## src/rtl/kmap_mux_pkg.sv

```systemverilog
// -----------------------------------------------------------------------------
// kmap_mux_pkg
// Shared sizing helpers for the Karnaugh-map-to-mux input generator.
//   nsel(sel_w)            : number of mux data inputs (2^sel_w)
//   tbl_bits(sel_w, var_w) : truth-table size in bits (2^(sel_w+var_w))
//   cnt_width(sel_w,var_w) : load-counter width, clog2 of the table size
// -----------------------------------------------------------------------------
package kmap_mux_pkg;

  function automatic int nsel(input int sel_w);
    return 1 << sel_w;
  endfunction

  function automatic int tbl_bits(input int sel_w, input int var_w);
    return 1 << (sel_w + var_w);
  endfunction

  // A one-bit table would need a zero-width counter; keep at least one bit.
  function automatic int cnt_width(input int sel_w, input int var_w);
    int t;
    t = tbl_bits(sel_w, var_w);
    return (t > 1) ? $clog2(t) : 1;
  endfunction

endpackage

```

## src/rtl/kmap_mux_lut.sv

```systemverilog
// -----------------------------------------------------------------------------
// kmap_mux_lut
// Combinational slice of the active truth table. For every select value i the
// mux data input is the table bit at index {i, vars}.
// Ports:
//   tbl_i   : active truth table, 2^(SEL_W+VAR_W) bits
//   vars    : residue variables, vars[VAR_W-1] is the MSB
//   slice_o : NSEL mux data inputs, slice_o[i] feeds mux input i
// -----------------------------------------------------------------------------
module kmap_mux_lut
  import kmap_mux_pkg::*;
#(
  parameter int SEL_W = 2,
  parameter int VAR_W = 2
) (
  input  logic [tbl_bits(SEL_W, VAR_W)-1:0] tbl_i,
  input  logic [VAR_W-1:0]                  vars,
  output logic [nsel(SEL_W)-1:0]            slice_o
);

  localparam int NSEL = nsel(SEL_W);

  always_comb begin
    slice_o = '0;
    for (int i = 0; i < NSEL; i++) begin
      slice_o[i] = tbl_i[{i[SEL_W-1:0], vars}];
    end
  end

endmodule

```

## src/rtl/kmap_mux_cfg.sv

```systemverilog
// -----------------------------------------------------------------------------
// kmap_mux_cfg
// Run-time-programmable Karnaugh-map-to-multiplexer input generator.
// A truth table of SEL_W+VAR_W variables is loaded serially (LSB first) into a
// shadow register and committed atomically into the active table on the last
// beat, so the downstream mux never sees a half-written function.
//
// Handshake: a table bit transfers on a rising edge when wr_valid && wr_ready
// and wr_clear is low. wr_ready is simply !cfg_lock and does not depend on
// wr_valid. wr_clear restarts the load at index 0 and discards any bit offered
// in the same cycle.
//
// Ports:
//   clk, areset : clock (rising edge), asynchronous active-high reset
//   vars        : residue variables feeding the mux data inputs
//   wr_valid    : table bit offered
//   wr_data     : table bit, index 0 first
//   wr_ready    : a bit is accepted this cycle when offered
//   wr_clear    : abandon partial load, restart at index 0
//   cfg_lock    : freeze loading (holds counter and shadow)
//   mux_in      : registered mux data inputs
//   commit      : one-cycle pulse on the edge the active table is replaced
// -----------------------------------------------------------------------------
module kmap_mux_cfg
  import kmap_mux_pkg::*;
#(
  parameter int                                SEL_W       = 2,
  parameter int                                VAR_W       = 2,
  parameter logic [tbl_bits(SEL_W, VAR_W)-1:0] RESET_TABLE = '0
) (
  input  logic                      clk,
  input  logic                      areset,
  input  logic [VAR_W-1:0]          vars,
  input  logic                      wr_valid,
  input  logic                      wr_data,
  output logic                      wr_ready,
  input  logic                      wr_clear,
  input  logic                      cfg_lock,
  output logic [nsel(SEL_W)-1:0]    mux_in,
  output logic                      commit
);

  localparam int NSEL  = nsel(SEL_W);
  localparam int TBL   = tbl_bits(SEL_W, VAR_W);
  localparam int CNT_W = cnt_width(SEL_W, VAR_W);

  logic [CNT_W-1:0] cnt_q,    cnt_d;
  logic [TBL-1:0]   shadow_q, shadow_d;
  logic [TBL-1:0]   active_q, active_d;
  logic [NSEL-1:0]  mux_in_q, mux_in_d;
  logic             commit_q, commit_d;
  logic             accept;

  assign wr_ready = !cfg_lock;
  assign accept   = wr_valid && wr_ready && !wr_clear;

  kmap_mux_lut #(
    .SEL_W (SEL_W),
    .VAR_W (VAR_W)
  ) u_lut (
    .tbl_i   (active_q),
    .vars    (vars),
    .slice_o (mux_in_d)
  );

  // cnt == 0 is the idle state, anything else is a load in progress.
  always_comb begin
    cnt_d    = cnt_q;
    shadow_d = shadow_q;
    active_d = active_q;
    commit_d = 1'b0;
    if (wr_clear) begin
      cnt_d = '0;
    end else if (accept) begin
      shadow_d[cnt_q] = wr_data;
      if (cnt_q == CNT_W'(TBL - 1)) begin
        // The last bit goes straight into the active table alongside the
        // previously shifted bits, so back-to-back loads need no gap cycle.
        active_d          = shadow_q;
        active_d[TBL-1]   = wr_data;
        cnt_d             = '0;
        commit_d          = 1'b1;
      end else begin
        cnt_d = cnt_q + CNT_W'(1);
      end
    end
  end

  always_ff @(posedge clk or posedge areset) begin
    if (areset) begin
      cnt_q    <= '0;
      shadow_q <= '0;
      active_q <= RESET_TABLE;
      mux_in_q <= '0;
      commit_q <= 1'b0;
    end else begin
      cnt_q    <= cnt_d;
      shadow_q <= shadow_d;
      active_q <= active_d;
      mux_in_q <= mux_in_d;
      commit_q <= commit_d;
    end
  end

  assign mux_in = mux_in_q;
  assign commit = commit_q;

endmodule

```

## config.mk

```make
export PLATFORM = sky130hd
export DESIGN_NAME = kmap_mux_cfg
export DESIGN_NICKNAME = d
export VERILOG_FILES = /design/src/rtl/kmap_mux_pkg.sv /design/src/rtl/kmap_mux_lut.sv /design/src/rtl/kmap_mux_cfg.sv
export SDC_FILE = /design/constraint.sdc
export NUM_CORES = 1
export LEC_CHECK = 0
export ABC_AREA = 1
export CORE_MARGIN = 2
export CORE_UTILIZATION = 30
export CTS_CLUSTER_SIZE = 30
export DETAILED_ROUTE_END_ITERATION = 10
export MAX_ROUTING_LAYER = met4
export PLACE_DENSITY = 0.55
export SLEW_MARGIN = 20
export SYNTH_ARGS = -nofsm -noshare
export SYNTH_HDL_FRONTEND = slang
export SYNTH_SLANG_ARGS = --single-unit
```

## constraint.sdc

```tcl
create_clock -name clk -period 1.25 [get_ports clk]
set_input_delay 0.1875 -clock clk [delete_from_list [all_inputs] [get_ports clk]]
set_output_delay 0.1875 -clock clk [all_outputs]
set_load 0.01 [all_outputs]
```

==> key figures <==
Worst setup path
  • Worst Setup SP: cnt_q[0]$_DFFE_PP0P_
  • Critical path, cell by cell: inv_2 -> ha_2 -> inv_1 -> nor2_2 -> nand2_1 -> nand2_1 -> nand2_1
  • Critical Path AT: 1380 ps
  • Stages on the worst setup path: 7
  • Crit-path max cell delay: 450 ps
  • Worst EP required: 1440 ps
  • CP delay by family, top: flip-flops
  • CP Launch Type: flop
  • CP Max Fanout: 4
  • Critical Path End Type: flop
  • Worst r2r src: cnt_q[0]$_DFFE_PP0P_
  • Critical path class: flop to flop
  • Worst reg2reg path depth: 7
  • Worst path slowest cell: dfrtp_2
  • CP Buf/Inv Count: 2
  • CP dominant cell by count: nand2_1

Power
  • Internal power: 0.00210 W
  • Sw power: 0.000643 W
  • Pleak: 1.31 nW
  • Gate power share: 8.9%
  • Net Sw Frac: 23.5%
  • Clk pwr share: 41.5%
  • Max VDD drop: 0.452 mV
  • Power density over the cells: 1090 nW/um^2
  • Flop pwr share: 49.6%
  • Total power: 0.00274 W

Logic synthesis
  • Post-synthesis net count: 259
  • Async SR Flop Fraction: 100%
  • Syn. warnings: 0
  • Synth Flop Type: dfrtp_1
  • Post-synth top cells: 91 x nand2_1, 40 x dfrtp_1, 33 x nand3_1, 18 x inv_1, 18 x nor2_1
  • Cells after Synth: 247
  • Syn Std Cell Area: 1960 um^2
  • Seq cells post-synth: 40
  • Post-synth top area share: 51.2%
  • Register area share after synthesis: 51.2%
  • EDFF count, synth: 0
  • Cell variety after synth: 19
  • Mapped Avg Cell Area: 7.92 um^2
  • Leading area contributor after synthesis: dfrtp_1
  • Top cells by area, synth: dfrtp_1 51%, nand2_1 17%, nand3_1 8.4%, inv_1 3.5%, nor2_1 3.5%
  • Most frequent cell after synthesis: nand2_1

STA
  • Final Hold Viols: 0
  • Final Skew: 6.61 ps
  • Worst-margin pin slew: 278 ps
  • Slew headroom: 81.4%
  • FMAX: 841 MHz
  • RSZ-0062 raised after global routing: true
  • Setup violations, final: 0
  • Fin crit period: 1190 ps
  • Final Max Slew Viols: 0
  • Tcrit/Tclk final: 95.1%
  • Hold Slack: 235 ps
  • Setup TNS: 0 ps

Status
  • Status: complete, no violations

Cells and area
  • Area Growth Syn to Fin: 27.9%
  • Layout cell share with drive strength beyond 1: 18.7%
  • Multi-input logic area: 872 um^2
  • Final instance area: 2500 um^2
  • # fillers: 675
  • Register area: 1000 um^2
  • # diodes: 0
  • Nets: 284
  • Non-Filler Instances: 350

Drt
  • Routed WL: 3850 um
  • Starting DRT DRC Count: 82
  • Routed wl met3: 163 um
  • DRT Pass-1 Iters: 4
  • Met2 wire length: 1690 um
  • Via count of the routed design: 1536
  • Via density: 4.39
  • Met1 WL: 1910 um
  • Drc violations: 0
  • Antenna-violating nets left: 0
  • DR WL/cell: 11.0 um
  • Uppermost layer routed: met4

Die
  • IO Pins: 14
  • Die W: 84.8 um
  • Die ar.: 7190 um^2
  • Starting density of the core: 31.0%
  • Height of the die: 84.8 um
  • Core Footprint: 6310 um^2
  • Row cnt: 29

Placement
  • Placed cell count: 340
  • Area after DPL: 2300 um^2
  • Port bufs: 13
  • Post-DP HPWL: 2680 um
  • GPL Wtd Cong: 0.790

Clock tree
  • Clk Latency, worst-skew pair: 300 ps
  • H-tree depth: 2
  • Clock-pin slew on the worst setup and hold paths: 80 ps
  • Root Driver: clkbuf_8
  • Clock Sinks: 40
  • Num CTS Buffers: 5
  • CTS Buffer Depth: 2
  • TritonCTS clock tree: yes

Min path
  • Hold Crit Class: primary input to async pin

Global routing
  • Gr ovfl total: 0
  • Global-route wire length before repair: 6720 um
  • Antenna violations before repair: 0
  • Total Routing Usage GR: 12.2%
  • Vias in the first global route: 1460
  • Pin count of the biggest net entering global routing: 41

Run
  • Max-Cap Viols: 0
-- final cells by class --
| type | instances | area share (%) |
|---|---|---|
| sequential | 40 | 40.1 |
| multi-input combinational | 174 | 34.8 |
| timing repair buffer | 31 | 13.2 |
| tap | 77 | 3.85 |
| clock buffer | 6 | 3.30 |
| inverter | 20 | 3.10 |
| clock inverter | 2 | 1.55 |
-- registers in the layout, summed over array words and instances (netlist names) --
name      cells
mux_in        4
active_q     16
shadow_q     15
commit        1
cnt_q         4
-- metal layers --
metal | GRT usage [%] | vias to the layer above
met5 | - | -
met1 | 15.4 | 676
met4 | 4.76 | 0
li1 | - | 828
met2 | 18.1 | 23
met3 | 3.93 | 9
-- kinds of logic (layout without fill, tap and decap cells) --
logic type / Yosys count / after routing / share of synthesized area [%]
and+or+nand+nor: 148 / 148 / 32.7
DFF: 40 / 40 / 51.2
buffers and inverters: 33 / 59 / 7.48
AOI/OAI and AO/OA: 22 / 22 / 6.14
adders and majority gates: 4 / 4 / 2.56
-- worst paths after layout --
check | end | slack (ps)
worst max-delay path | shadow_q[14]$_DFFE_PP0P_ | 60
worst min-delay path | mux_in[2]$_DFF_PP0_ | 230
worst max register to register | shadow_q[14]$_DFFE_PP0P_ | 60
worst min register to register | active_q[12]$_DFFE_PP0P_ | 470
max in group asynchronous | cnt_q[1]$_DFFE_PP0P_ | 810
min in group clk | active_q[12]$_DFFE_PP0P_ | 470
-- cell usage in the layout (no fill, tap or decap), drive strengths merged, types with 5 or more instances in the layout --
cell	instances
buf	18
inv	20
nand3	34
o21ai	13
dfrtp	40
clkbuf	6
clkdlybuf4s50	7
dlygate4sd2	6
a21oi	5
nand2	93
nor2	20
-- worst reg2reg max path: stages, from the launching register on --
cell and delay [ps]:
dfrtp_2 450, inv_2 90, ha_2 190, inv_1 70, nor2_2 120, nand2_1 60
nand2_1 50, nand2_1 40
-- metrics by stage --
stage,utilization (%),setup WS [ps]
finish,39.7,61.3
global route,39.7,-20.7
CTS,38.8,-19.8
detailed placement,36.5,-207
global placement,36.5,-176
floorplan,-,19.4
-- power by group through the flow --
stage	sequential, W	combinational (W)	clock, W
finish	0.00136	0.000244	0.00114
global route	0.00136	0.000279	0.00122
CTS	0.00136	0.000239	0.00117
detailed placement	0.00138	0.000242	0
global placement	0.00138	0.000238	0
floorplan	0.00138	0.000123	0
-- what timing repair did --
action,4_1_cts,5_1_grt
endpoints found under the setup margin,23,30
pin swaps,0,4
hold buffers,0,0
gates resized for setup,9,25
buffers inserted,2,0
No activity file was read; power rests on OpenSTA's default activity.
